--- src/rtl/execute_stage_p.sv ---
// Execute stage: ALU, optional shift-add multiplier, registered EX/MEM slot
// with valid/ready handshake, and the architectural {C,N,Z} flag register.
module execute_stage_p #(
    parameter int unsigned WIDTH  = 16,
    parameter int unsigned MUL_EN = 1,
    parameter int unsigned CNT_W  = 5
) (
    input  logic             clk,
    input  logic             rst,
    input  logic             flush,
    input  logic             in_valid,
    output logic             in_ready,
    input  logic [WIDTH-1:0] read_data1,
    input  logic [WIDTH-1:0] read_data2,
    input  logic [2:0]       func,
    input  logic             mul,
    input  logic             flag_we,
    input  logic             setc,
    input  logic             clrc,
    output logic             out_valid,
    input  logic             out_ready,
    output logic [WIDTH-1:0] alu_result,
    output logic [2:0]       flags,
    output logic             busy
);

    localparam int unsigned PW = 2 * WIDTH;
    localparam logic [CNT_W-1:0] LAST_STEP = CNT_W'(WIDTH - 1);

    localparam logic [2:0] FN_ADD = 3'd0;
    localparam logic [2:0] FN_SUB = 3'd1;
    localparam logic [2:0] FN_AND = 3'd2;
    localparam logic [2:0] FN_OR  = 3'd3;
    localparam logic [2:0] FN_MOV = 3'd4;
    localparam logic [2:0] FN_NOT = 3'd5;
    localparam logic [2:0] FN_SHL = 3'd6;
    localparam logic [2:0] FN_SHR = 3'd7;

    typedef enum logic [1:0] {
        IDLE = 2'd0,
        MUL  = 2'd1,
        DONE = 2'd2
    } state_t;

    state_t state;

    // Multiplier datapath
    logic [PW-1:0]    mcand;
    logic [WIDTH-1:0] mplier;
    logic [PW-1:0]    acc;
    logic [CNT_W-1:0] cnt;
    logic             mulFlagWe;

    // ALU outputs
    logic [WIDTH-1:0] aluRes;
    logic             aluCarry;
    logic             aluCarryDef;
    logic [WIDTH:0]   addWide;
    logic [WIDTH:0]   shlWide;
    logic [WIDTH:0]   shrWide;
    logic [3:0]       shAmt;

    // Handshake / control decode
    logic wantMul;
    logic slotFree;
    logic accept;
    logic isCarryOp;
    logic startMul;
    logic loadAlu;
    logic loadMul;

    // Combinational ALU; carry is only meaningful where aluCarryDef is set
    always_comb begin
        aluRes      = '0;
        aluCarry    = 1'b0;
        aluCarryDef = 1'b0;
        shAmt       = read_data2[3:0];
        addWide     = {1'b0, read_data1} + {1'b0, read_data2};
        // Extra bit above/below the operand captures the last bit shifted out
        shlWide     = {1'b0, read_data1} << shAmt;
        shrWide     = {read_data1, 1'b0} >> shAmt;
        case (func)
            FN_ADD: begin
                aluRes      = addWide[WIDTH-1:0];
                aluCarry    = addWide[WIDTH];
                aluCarryDef = 1'b1;
            end
            FN_SUB: begin
                aluRes      = read_data1 - read_data2;
                aluCarry    = (read_data1 < read_data2);
                aluCarryDef = 1'b1;
            end
            FN_AND: aluRes = read_data1 & read_data2;
            FN_OR:  aluRes = read_data1 | read_data2;
            FN_MOV: aluRes = read_data2;
            FN_NOT: aluRes = ~read_data1;
            FN_SHL: begin
                aluRes      = shlWide[WIDTH-1:0];
                aluCarry    = shlWide[WIDTH];
                aluCarryDef = (shAmt != 4'd0);
            end
            FN_SHR: begin
                aluRes      = shrWide[WIDTH:1];
                aluCarry    = shrWide[0];
                aluCarryDef = (shAmt != 4'd0);
            end
            default: aluRes = '0;
        endcase
    end

    // Handshake and load decode; a carry-only bundle never produces a result
    always_comb begin
        wantMul   = (MUL_EN != 0) ? mul : 1'b0;
        slotFree  = !out_valid || out_ready;
        in_ready  = (state == IDLE) && slotFree && !flush;
        accept    = in_valid && in_ready;
        isCarryOp = setc || clrc;
        startMul  = accept && !isCarryOp && wantMul;
        loadAlu   = accept && !isCarryOp && !wantMul;
        loadMul   = (state == DONE) && slotFree && !flush;
    end

    // Control FSM and iterative shift-add multiplier
    always_ff @(posedge clk or posedge rst) begin
        if (rst) begin
            state     <= IDLE;
            busy      <= 1'b0;
            cnt       <= '0;
            mcand     <= '0;
            mplier    <= '0;
            acc       <= '0;
            mulFlagWe <= 1'b0;
        end else if (flush) begin
            state <= IDLE;
            busy  <= 1'b0;
            cnt   <= '0;
        end else begin
            case (state)
                IDLE: begin
                    if (startMul) begin
                        state     <= MUL;
                        busy      <= 1'b1;
                        mcand     <= PW'(read_data1);
                        mplier    <= read_data2;
                        acc       <= '0;
                        cnt       <= '0;
                        mulFlagWe <= flag_we;
                    end
                end
                MUL: begin
                    if (mplier[0]) begin
                        acc <= acc + mcand;
                    end
                    mcand  <= mcand << 1;
                    mplier <= mplier >> 1;
                    cnt    <= cnt + CNT_W'(1);
                    if (cnt == LAST_STEP) begin
                        state <= DONE;
                        busy  <= 1'b0;
                    end
                end
                DONE: begin
                    if (slotFree) begin
                        state <= IDLE;
                    end
                end
                default: state <= IDLE;
            endcase
        end
    end

    // EX/MEM output slot: load a new result, hold under back-pressure, else drain
    always_ff @(posedge clk or posedge rst) begin
        if (rst) begin
            out_valid  <= 1'b0;
            alu_result <= '0;
        end else if (flush) begin
            out_valid <= 1'b0;
        end else if (loadAlu) begin
            out_valid  <= 1'b1;
            alu_result <= aluRes;
        end else if (loadMul) begin
            out_valid  <= 1'b1;
            alu_result <= acc[WIDTH-1:0];
        end else if (out_ready) begin
            out_valid <= 1'b0;
        end
    end

    // Flag register {C,N,Z}: written only alongside a slot load, or by setc/clrc
    always_ff @(posedge clk or posedge rst) begin
        if (rst) begin
            flags <= 3'b000;
        end else if (accept && isCarryOp) begin
            flags[2] <= setc;
        end else if (loadAlu && flag_we) begin
            flags[0] <= (aluRes == '0);
            flags[1] <= aluRes[WIDTH-1];
            if (aluCarryDef) begin
                flags[2] <= aluCarry;
            end
        end else if (loadMul && mulFlagWe) begin
            flags <= {(acc[PW-1:WIDTH] != '0), acc[WIDTH-1], (acc[WIDTH-1:0] == '0)};
        end
    end

endmodule
--- config.mk ---
export PLATFORM = sky130hd
export DESIGN_NAME = execute_stage_p
export DESIGN_NICKNAME = d
export VERILOG_FILES = /design/src/rtl/execute_stage_p.sv
export SDC_FILE = /design/constraint.sdc
export NUM_CORES = 1
export LEC_CHECK = 0
export ABC_AREA = 1
export BUFFER_PORTS_ARGS = -buffer_cell sky130_fd_sc_hd__buf_4
export CAP_MARGIN = 20
export CORE_MARGIN = 2
export CORE_UTILIZATION = 52
export CTS_BUF_LIST = sky130_fd_sc_hd__clkbuf_2
export CTS_CLUSTER_DIAMETER = 50
export CTS_CLUSTER_SIZE = 25
export DETAILED_ROUTE_END_ITERATION = 6
export GPL_ROUTABILITY_DRIVEN = 0
export PLACE_DENSITY = 0.67
export SLEW_MARGIN = 20
export SYNTH_ARGS = -nofsm -noshare
export SYNTH_HDL_FRONTEND = slang
export SYNTH_SLANG_ARGS = --single-unit
export TNS_END_PERCENT = 30
--- constraint.sdc ---
create_clock -name clk -period 7.2 [get_ports clk]
set_clock_uncertainty 0.1 [all_clocks]
set_input_delay 1.44 -clock clk [delete_from_list [all_inputs] [get_ports clk]]
set_output_delay 1.44 -clock clk [all_outputs]
set_load 0.005 [all_outputs]
==> qor.yml, run 1 <==
finish:
  most-common-layout-cells: "443 x nand2_1, 201 x nand3_1, 191 x inv_1, 159 x nor2_1, 132 x o21ai_0"
  drive_gt1_frac: 0.0635
  syn_to_final_growth_pct: 6.07
  final_common_cell: "nand2_1"
  fillers: 2049
  nets: 1827
detailed_routing:
  detail_route.wl_per_cell_um: 18.4
  vias: 11538
  totalWireLength_um: 36300
  drt-pass1-iter-count: 7
  avgViaCountPerCell: 5.84
  ant_nets: 0
  drtIter0Drc: 1306
  route.detailed.drc: 0
clock_network:
  cts_tree: "yes"
  cts_buffers: 9
  cts-resized-gates: 0
  cts_hold_buf: 0
  insertion_delay_ps: 650
  clock_path_buffers: 2
  cts.sinks: 109
  clock_tree.root_cell: "clkbuf_2"
  cts_htree_levels: 3
  cts_setup_buffers: 0
  cts.clk_slew.worst_paths_ps: 320
die:
  die_area_um2: 21600
  rows: 52
  initial_utilization: 0.528
  num_io_pins: 66
  core-area_um2: 20100
  die_width_um: 147
  die_y_um: 147
logic_synthesis:
  synth.avg_cell_area_um2: 6.30
  synthCells: 1683
  yosys_warnings: 0
  yosysSeqAreaShare: 0.257
  muxShareOfSynthArea: 0
  netlist_area_um2: 10600
  synth_compound_area_frac: 0.179
  synth_top_family_by_area: "simple AND/OR/NAND/NOR gates"
  ys_ff_latch: 109
  syn_nets: 1812
  ys_types: 44
  synth_fa_ha_area_frac: 0.102
  synthSimpleGateAreaFrac: 0.343
  synth_xor_area_frac: 0.0165
pwr:
  max-vdd-ir-drop_uv: 98.9
  power_mw: 2.16
  power_density_nw_per_um2: 192
  p_leak_nw: 5.93
sta:
  fmax_mhz: 242
  slew_headroom: 0.309
  worst_pin_slew_ps: 1030
  min_period_ps: 4130
  slew_viol_final: 0
  fin_setup_tns_ps: 0
  finalHoldViolations: 0
  rsz0062_at_grt: "no"
  setup_viol: 0
  min_period_over_period: 0.574
grt:
  grt_pass1_vias: 10348
  gr-total-overflow: 0
  grt_max_degree: 77
  grt_pass1_wl_um: 57200
  antenna_found_initial: 1
  track_usage: 0.337
run:
  max_cap_viol_count: 0
critical_path:
  end_kind: "flip-flop"
  cp.arrival_ps: 4590
  worstPathRequired_ps: 7660
  critPathLaunchType: "flip-flop"
  crit_type: "flip-flop to flip-flop"
  critical_path.max_fanout: 76
place:
  hpwl_um: 27900
  numPortBuffers: 65
status:
  status: "finished clean"
worst_hold_path:
  min_path_type: "flip-flop to flip-flop"
==> power by group <==
group / switching, mW / leakage [nW] / total, mW / internal (mW)
sequential: 0.0963 / 1.42 / 0.844 / 0.747
clock: 0.222 / 0.0563 / 0.270 / 0.0474
combinational: 0.670 / 4.45 / 1.05 / 0.378
total: 0.988 / 5.93 / 2.16 / 1.17
==> cells by family (layout without fill, tap and decap cells) <==
family                   after synthesis  in the layout
other                                  0              2
adder cells (fa/ha/maj)               85             85
flip-flops                           109            109
XOR/XNOR                              20             20
AND/OR/NAND/NOR                      864            864
AO/OA/AOI/OAI                        338            338
buffers and inverters                267            286
==> final cells by class <==
cell class,instances,area (um^2),area share
Antenna cell,2,5.00,0.000445
Clock buffer,9,45.0,0.00400
Clock inverter,6,48.8,0.00434
Inverter,202,761,0.0676
Multi-Input combinational cell,1307,6810,0.605
Sequential cell,109,2730,0.242
Tap cell,270,338,0.0300
Timing Repair Buffer,69,518,0.0460
==> final timing paths <==
kind	from	cells past startpoint	end	slack [ps]
min	alu_result[3]	2	alu_result[3]	430
max reg2reg	state[1]	10	acc[0]	3070
max	state[1]	10	acc[0]	3070
max in group asynchronous	rst	3	cnt[3]	5000
min in group asynchronous	rst	2	mcand[10]	720
min reg2reg	alu_result[3]	2	alu_result[3]	430
==> per-layer routing <==
| layer | vias up | GRT usage | part of all wire |
|---|---|---|---|
| met5 | - | 0 | 0 |
| met4 | 0 | 0.0913 | 0.027 |
| met3 | 77 | 0.0525 | 0.10 |
| met2 | 560 | 0.488 | 0.41 |
| met1 | 5302 | 0.519 | 0.46 |
| li1 | 5599 | - | - |
==> registers in the layout (all words and copies together), names as in the netlist <==
register    cells
mcand          32
acc            32
flags           3
mplier         16
out_valid       1
mulFlagWe       1
cnt             5
alu_result     16
busy            1
state           2
==> Yosys cell counts (all sizes together) <==
master  count  share of area
nand2     448           0.16
inv       202          0.071
nand3     202          0.096
nor2      164          0.059
o21ai     137          0.065
a21oi     114          0.054
dfrtp     109           0.26
ha         82          0.097
buf        43          0.023
o211ai     32          0.023
clkbuf     22         0.0078
nand4      19          0.011
o22ai      19          0.011
xor2       15          0.012
nor3       12         0.0061
o21a       11         0.0078
nor4       10         0.0059
a21o        6         0.0042
o21bai      6         0.0042
and2        5         0.0029
xnor2       5         0.0041
a21boi      3         0.0021
a22o        3         0.0025
fa          3         0.0057
a31oi       2         0.0012
o221ai      2         0.0017
or2         2         0.0012
a32o        1        0.00094
and3        1        0.00059
nand3b      1        0.00071
o31ai       1        0.00071
o32ai       1        0.00083
==> stage by stage <==
step	cell area [um^2]	utilization	hold slack, ps	std cells	worst slack (ps)
2_1_floorplan	10600	-	353	1683	2790
3_3_place_gp	11200	0.555	367	1957	2880
3_5_place_dp	11200	0.555	374	1957	2820
4_1_cts	11200	0.559	431	1972	3100
5_1_grt	11300	0.560	451	1974	2580
6_report	11300	0.560	428	1974	3070
==> worst max-delay path, stage by stage (launching register included) <==
cell,delay [ps]
dfrtp_1,470
nor2_4,100
buf_4,630
inv_1,310
nor2_1,240
inv_1,320
nor2_1,270
inv_1,480
nand2_1,560
inv_2,310
a22o_1,260
Power figures use the tool's default switching activity.
==> inputs of run 2 (changes only) <==
- PLACE_DENSITY: 0.67 -> 0.7
- clock period: 7.2 -> 3.5 ns (I/O delays scaled with it)
==> qor.yml, run 2 (same netlist as run 1, synthesis figures left out) <==
detailed_routing:
  route.detailed.drc: 0  # unchanged
  totalWireLength_um: 37000  # was 36300 um
  drtIter0Drc: 1354  # was 1306
  ant_nets: 0  # unchanged
  drt-pass1-iter-count: 6  # was 7
  vias: 11863  # was 11538
  avgViaCountPerCell: 5.95  # was 5.84
  detail_route.wl_per_cell_um: 18.5  # was 18.4 um
clock_network:
  cts_htree_levels: 3  # unchanged
  clock_path_buffers: 2  # unchanged
  cts.sinks: 109  # unchanged
  cts_buffers: 9  # unchanged
  cts_setup_buffers: 0  # unchanged
  cts_hold_buf: 0  # unchanged
  clock_tree.root_cell: "clkbuf_2"  # unchanged
  cts-resized-gates: 0  # unchanged
  insertion_delay_ps: 670  # was 650 ps
  cts_tree: "yes"  # unchanged
  cts.clk_slew.worst_paths_ps: 360  # was 320 ps
finish:
  drive_gt1_frac: 0.0738  # was 0.0635
  nets: 1847  # was 1827
  seq_area_um2: 2730  # unchanged
  most-common-layout-cells: "443 x nand2_1, 201 x nand3_1, 191 x inv_1, 159 x nor2_1, 132 x o21ai_0"  # unchanged
  syn_to_final_growth_pct: 8.01  # was 6.07%
  fillers: 2025  # was 2049
  final_common_cell: "nand2_1"  # unchanged
  largest_registers: "acc x32, mcand x32"  # unchanged
  multiInputGateArea_um2: 6810  # unchanged
  post-route-util: 0.570  # was 0.560
sta:
  fin_setup_tns_ps: 0  # unchanged
  min_period_ps: 2880  # was 4130 ps
  rsz0062_at_grt: "no"  # unchanged
  finalHoldViolations: 0  # unchanged
  worst_pin_slew_ps: 809  # was 1030 ps
  min_period_over_period: 0.822  # was 0.574
  fin_hold_ws_ps: 3.12  # was 428 ps
  slew_headroom: 0.461  # was 0.309
  worst_slack_ps: 625  # was 3070 ps
  setup_viol: 0  # unchanged
  fmax_mhz: 348  # was 242 MHz
  slew_viol_final: 0  # unchanged
critical_path:
  cp.arrival_ps: 3390  # was 4590 ps
  path_delay_family: "compound AO/OA/AOI/OAI gates"  # was buffers and inverters
  critPathLaunchType: "flip-flop"  # unchanged
  cpPeakStageDelay_ps: 500  # was 630 ps
  end_kind: "flip-flop"  # unchanged
  critical_path_buf_inv_count: 0  # was 5
  path_cells: "ha_1 -> a21oi_1 -> nand2_1 -> a21oi_1 -> o21bai_1 -> a21boi_0 -> o21ai_0 -> a21oi_1 -> o21ai_0 -> nand2_1"  # was nor2_4 -> buf_4 -> inv_1 -> nor2_1 -> inv_1 -> nor2_1 -> inv_1 -> nand2_1 -> inv_2 -> a22o_1
  crit_type: "flip-flop to flip-flop"  # unchanged
  path_common_cell: "a21oi_1"  # was inv_1
  critical_path.max_fanout: 4  # was 76
  timing.rr.start: "acc[2]"  # was state[1]
  crit_start: "acc[2]"  # was state[1]
  worstPathRequired_ps: 4010  # was 7660 ps
  cp_slowest_cell: "dfrtp_1"  # was buf_4
die:
  initial_utilization: 0.528  # unchanged
  die_area_um2: 21600  # unchanged
  core-area_um2: 20100  # unchanged
  rows: 52  # unchanged
  num_io_pins: 66  # unchanged
  die_y_um: 147  # unchanged
  die_width_um: 147  # unchanged
grt:
  grt_pass1_wl_um: 58100  # was 57200 um
  grt_max_degree: 110  # was 77
  gr-total-overflow: 0  # unchanged
  antenna_found_initial: 3  # was 1
  grt_pass1_vias: 10542  # was 10348
  track_usage: 0.343  # was 0.337
pwr:
  power_density_nw_per_um2: 394  # was 192 nW/um^2
  p_leak_nw: 6.04  # was 5.93 nW
  max-vdd-ir-drop_uv: 188  # was 98.9 uV
  power_mw: 4.51  # was 2.16 mW
status:
  status: "finished clean"  # unchanged
run:
  max_cap_viol_count: 0  # unchanged
place:
  dpl_worst_slack_ps: 356  # was 2820 ps
  hpwl_um: 28400  # was 27900 um
  numPortBuffers: 65  # unchanged
worst_hold_path:
  min_path_type: "input pin to async pin"  # was flip-flop to flip-flop
-- run 2: cell count changes in the layout (fill, tap and decap cells not counted), sizes merged --
cell	change
diode	-1
bufinv	+1
clkinv	-1
buf	+20
-- run 2: where the power goes --
group | leakage (nW) | total [mW] | internal [mW] | switching [mW]
clock | 0.0668 | 0.622 | 0.167 | 0.455
sequential | 1.42 | 1.73 | 1.54 | 0.195
combinational | 4.55 | 2.16 | 0.792 | 1.37
-- run 2: cell type report --
class | count | area share
Antenna cell | 1 | 0.000218
Clock buffer | 9 | 0.00393
Clock inverter | 6 | 0.00590
Inverter | 202 | 0.0665
Multi-Input combinational cell | 1307 | 0.594
Sequential cell | 109 | 0.238
Tap cell | 270 | 0.0295
Timing Repair Buffer | 89 | 0.0616
-- run 2: path summary, 6_finish.rpt --
kind | end | slack [ps] | cells after the start
setup / recovery | acc[27] | 620 | 10
hold / removal | acc[16] | 3 | 3
setup reg to reg | acc[27] | 620 | 10
hold reg to reg | alu_result[12] | 430 | 2
max in group asynchronous | acc[18] | 2760 | 3
min in group clk | cnt[3] | 160 | 2
-- run 2: routing by layer --
layer  routed length, um  part of all wire  GRT usage  vias up
li1                    -                 -          -     5644
met1               16300              0.44      0.507     5436
met2               14900              0.40      0.488      683
met3                4610              0.12     0.0848       98
met4                1200             0.032      0.117        2
met5                  12           0.00032          0        -
-- run 2: metrics by stage --
stage	instance area, um^2	instances
floorplan	10600	1683
finish	11500	1993
global placement	11300	1977
CTS	11500	1992
detailed placement	11300	1977
global route	11500	1993
-- run 2: worst reg2reg max path, stage by stage (launching register included) --
cell	delay [ps]
dfrtp_1	500
ha_1	350
a21oi_1	140
nand2_1	100
a21oi_1	360
o21bai_1	190
a21boi_0	500
o21ai_0	280
a21oi_1	170
o21ai_0	100
nand2_1	70
==> inputs of run 3 (changes only) <==
- ABC_AREA: 1 -> 0
- clock period: 3.5 -> 2.4 ns (I/O delays scaled with it)
==> qor.yml, run 3 <==
status:
  status: "complete, but fails checks"  # was finished clean
  violations: "negative setup slack"
detailed_routing:
  vias: 12259  # was 11863
  detail_route.wl_per_cell_um: 19.7  # was 18.5 um
  drtIter0Drc: 1209  # was 1354
  totalWireLength_um: 38900  # was 37000 um
  avgViaCountPerCell: 6.20  # was 5.95
  ant_nets: 0  # unchanged
  route.detailed.drc: 0  # unchanged
  drt-pass1-iter-count: 6  # unchanged
critical_path:
  crit_type: "flip-flop to flip-flop"  # unchanged
  path_common_cell: "buf_4"  # was a21oi_1
  path_delay_family: "buffers and inverters"  # was compound AO/OA/AOI/OAI gates
  worstPathRequired_ps: 2910  # was 4010 ps
  cp_slowest_cell: "dfrtp_1"  # unchanged
  critical_path_buf_inv_count: 13  # was 0
  cpPeakStageDelay_ps: 460  # was 500 ps
  cp.arrival_ps: 3620  # was 3390 ps
  path_cells: "ha_2 -> fa_2 -> a21oi_4 -> buf_4 -> buf_4 -> buf_4 -> buf_4 -> buf_4 -> buf_4 -> buf_4 -> buf_4 -> buf_4 -> buf_4 -> buf_4 -> buf_4 -> buf_4 -> o21bai_1 -> xnor2_1 -> o21ai_0"  # was ha_1 -> a21oi_1 -> nand2_1 -> a21oi_1 -> o21bai_1 -> a21boi_0 -> o21ai_0 -> a21oi_1 -> o21ai_0 -> nand2_1
  critPathLaunchType: "flip-flop"  # unchanged
  end_kind: "flip-flop"  # unchanged
  critical_path.max_fanout: 2  # was 4
pwr:
  max-vdd-ir-drop_uv: 347  # was 188 uV
  power_density_nw_per_um2: 452  # was 394 nW/um^2
  power_mw: 6.60  # was 4.51 mW
  p_leak_nw: 6.96  # was 6.04 nW
sta:
  slew_headroom: 0.456  # was 0.461
  slew_viol_final: 0  # unchanged
  min_period_ps: 3120  # was 2880 ps
  setup_viol: 24  # was 0
  worst_slack_ps: -718  # was 625 ps
  fmax_mhz: 321  # was 348 MHz
  worst_pin_slew_ps: 810  # was 809 ps
  rsz0062_at_grt: "yes"  # was no
  finalHoldViolations: 0  # unchanged
  fin_setup_tns_ps: -9600  # was 0 ps
  min_period_over_period: 1.30  # was 0.822
die:
  rows: 51  # was 52
  die_y_um: 146  # was 147 um
  core-area_um2: 19600  # was 20100 um^2
  die_area_um2: 21300  # was 21600 um^2
  num_io_pins: 66  # unchanged
  die_width_um: 146  # was 147 um
  initial_utilization: 0.534  # was 0.528
logic_synthesis:
  ys_ff_latch: 109  # unchanged
  yosysTopAreaCell: "dfrtp_1"  # unchanged
  muxShareOfSynthArea: 0.0968  # was 0
  synth.avg_cell_area_um2: 8.03  # was 6.30 um^2
  synth_area_leaders: "dfrtp_1 26%, ha_1 9.8%, o21ai_0 6.1%, nand2_1 5.5%, a21oi_1 5.5%"  # was dfrtp_1 26%, nand2_1 16%, ha_1 9.7%, nand3_1 9.5%, inv_1 6.8%
  synth_compound_area_frac: 0.263  # was 0.179
  synth_top_cells_by_count: "153 x nand2_1, 128 x o21ai_0, 123 x nor2_1, 114 x a21oi_1, 109 x dfrtp_1"  # was 444 x nand2_1, 201 x nand3_1, 192 x inv_1, 160 x nor2_1, 132 x o21ai_0
  synthFlopType: "dfrtp_1"  # unchanged
  synthSimpleGateAreaFrac: 0.190  # was 0.343
  synth_top_area_share: 0.261  # was 0.257
  yosysSeqAreaShare: 0.261  # was 0.257
  synth_top_family_by_area: "compound AO/OA/AOI/OAI gates"  # was simple AND/OR/NAND/NOR gates
  synthCells: 1303  # was 1683
  syn_nets: 1432  # was 1812
  synth_edf_count: 0  # unchanged
  netlist_area_um2: 10500  # was 10600 um^2
  synth_xor_area_frac: 0.0285  # was 0.0165
  ys_types: 89  # was 44
  synth_fa_ha_area_frac: 0.104  # was 0.102
  yosys_warnings: 0  # unchanged
  ys_async_sr_fraction: 1.00  # unchanged
  synth.most_common_cell: "nand2_1"  # unchanged
grt:
  grt_pass1_wl_um: 61900  # was 58100 um
  antenna_found_initial: 2  # was 3
  track_usage: 0.361  # was 0.343
  gr-total-overflow: 0  # unchanged
  grt_pass1_vias: 11836  # was 10542
  grt_max_degree: 91  # was 110
finish:
  most-common-layout-cells: "460 x buf_4, 153 x nand2_1, 123 x nor2_1, 109 x dfrtp_1"  # was 443 x nand2_1, 201 x nand3_1, 191 x inv_1, 159 x nor2_1, 132 x o21ai_0
  syn_to_final_growth_pct: 39.6  # was 8.01%
  drive_gt1_frac: 0.353  # was 0.0738
  nets: 1836  # was 1847
  final_common_cell: "buf_4"  # was nand2_1
  largest_registers: "acc x32, mcand x32"  # unchanged
  post-route-util: 0.745  # was 0.570
clock_network:
  cts_tree: "yes"  # unchanged
  insertion_delay_ps: 670  # about the same
  clock_tree.root_cell: "clkbuf_2"  # unchanged
  cts_htree_levels: 3  # unchanged
  cts_buffers: 9  # unchanged
  cts.clk_slew.worst_paths_ps: 360  # about the same
  clock_path_buffers: 2  # unchanged
  cts.sinks: 109  # unchanged
place:
  numPortBuffers: 65  # unchanged
  hpwl_um: 29800  # was 28400 um
run:
  max_cap_viol_count: 0  # unchanged
worst_hold_path:
  min_path_type: "input pin to flip-flop"  # was input pin to async pin
-- run 3: cell types whose count changed after synthesis, sizes merged, moves of 16 or more --
| cell | change |
|---|---|
| a211oi | +24 |
| buf | -16 |
| clkbuf | +32 |
| inv | -139 |
| mux2 | +23 |
| mux2i | +25 |
| mux4 | +22 |
| nand2 | -295 |
| nand3 | -156 |
| nor2 | -41 |
| xnor2 | +16 |
-- run 3: cells by family after synthesis --
kind of cell,after synthesis
AOI/OAI and AO/OA,429
xor gates and xnor gates,34
adders and majority gates,85
buffers and inverters,145
DFF,109
muxes,70
and+or+nand+nor,431
-- run 3: layout make-up --
cell class	instances	area, um^2
timing repair buffer	474	3650
sequential	109	2730
inverter	64	244
antenna	1	2.50
multi-input combinational	1049	7520
clock inverter	6	77.6
tap	265	332
fill	1516	4990
clock buffer	10	50.0
-- run 3: path summary, 6_finish.rpt --
check / start / endpoint / slack [ps] / cells after the start
max: acc[0] / acc[4] / -720 / 19
min in group asynchronous: rst / mcand[9] / 140 / 3
max in group asynchronous: rst / acc[30] / 1280 / 4
min reg2reg: mplier[4] / mplier[4] / 420 / 2
min: flush / state[1] / 60 / 3
max reg2reg: acc[0] / acc[4] / -720 / 19
-- run 3: stage by stage --
stage,cells,setup slack (ps),area [um^2],hold WS (ps)
global placement,1933,-994,13900,359
detailed placement,1933,-1060,13900,370
floorplan,1303,-1050,10500,345
CTS,1970,-803,14400,18.7
finish,1978,-718,14600,59.4
global route,1978,-796,14600,1.81
-- run 3: per-layer routing --
layer  track usage  vias to the layer above  part of all wire
met5             0                        -                 0
met4         0.176                        0             0.054
met3        0.0774                      175              0.10
met2         0.574                      698              0.45
met1         0.467                     5829              0.39
li1              -                     5557                 -
-- run 3: repair_timing --
action,CTS,global route
setup endpoints to repair,29,34
hold buffers,3,0
buffers inserted,18,7
resized for setup,53,37
endpoints found under the hold margin,55,0
pin swaps,39,26
-- run 3: worst reg2reg max path, cell delays in order, from the launching register on --
cell	delay, ps
dfrtp_1	460
ha_2	210
fa_2	250
a21oi_4	70
buf_4	130
buf_4	120
buf_4	120
buf_4	130
buf_4	130
buf_4	130
buf_4	120
buf_4	120
buf_4	120
buf_4	130
buf_4	120
buf_4	120
buf_4	120
o21bai_1	150
xnor2_1	130
o21ai_0	110
-- run 3: report_power, final --
| part | switching [mW] | total (mW) | internal (mW) |
|---|---|---|---|
| registers | 0.231 | 2.36 | 2.13 |
| logic | 1.62 | 3.29 | 1.66 |
| clock network | 0.682 | 0.953 | 0.272 |
| total | 2.54 | 6.60 | 4.06 |
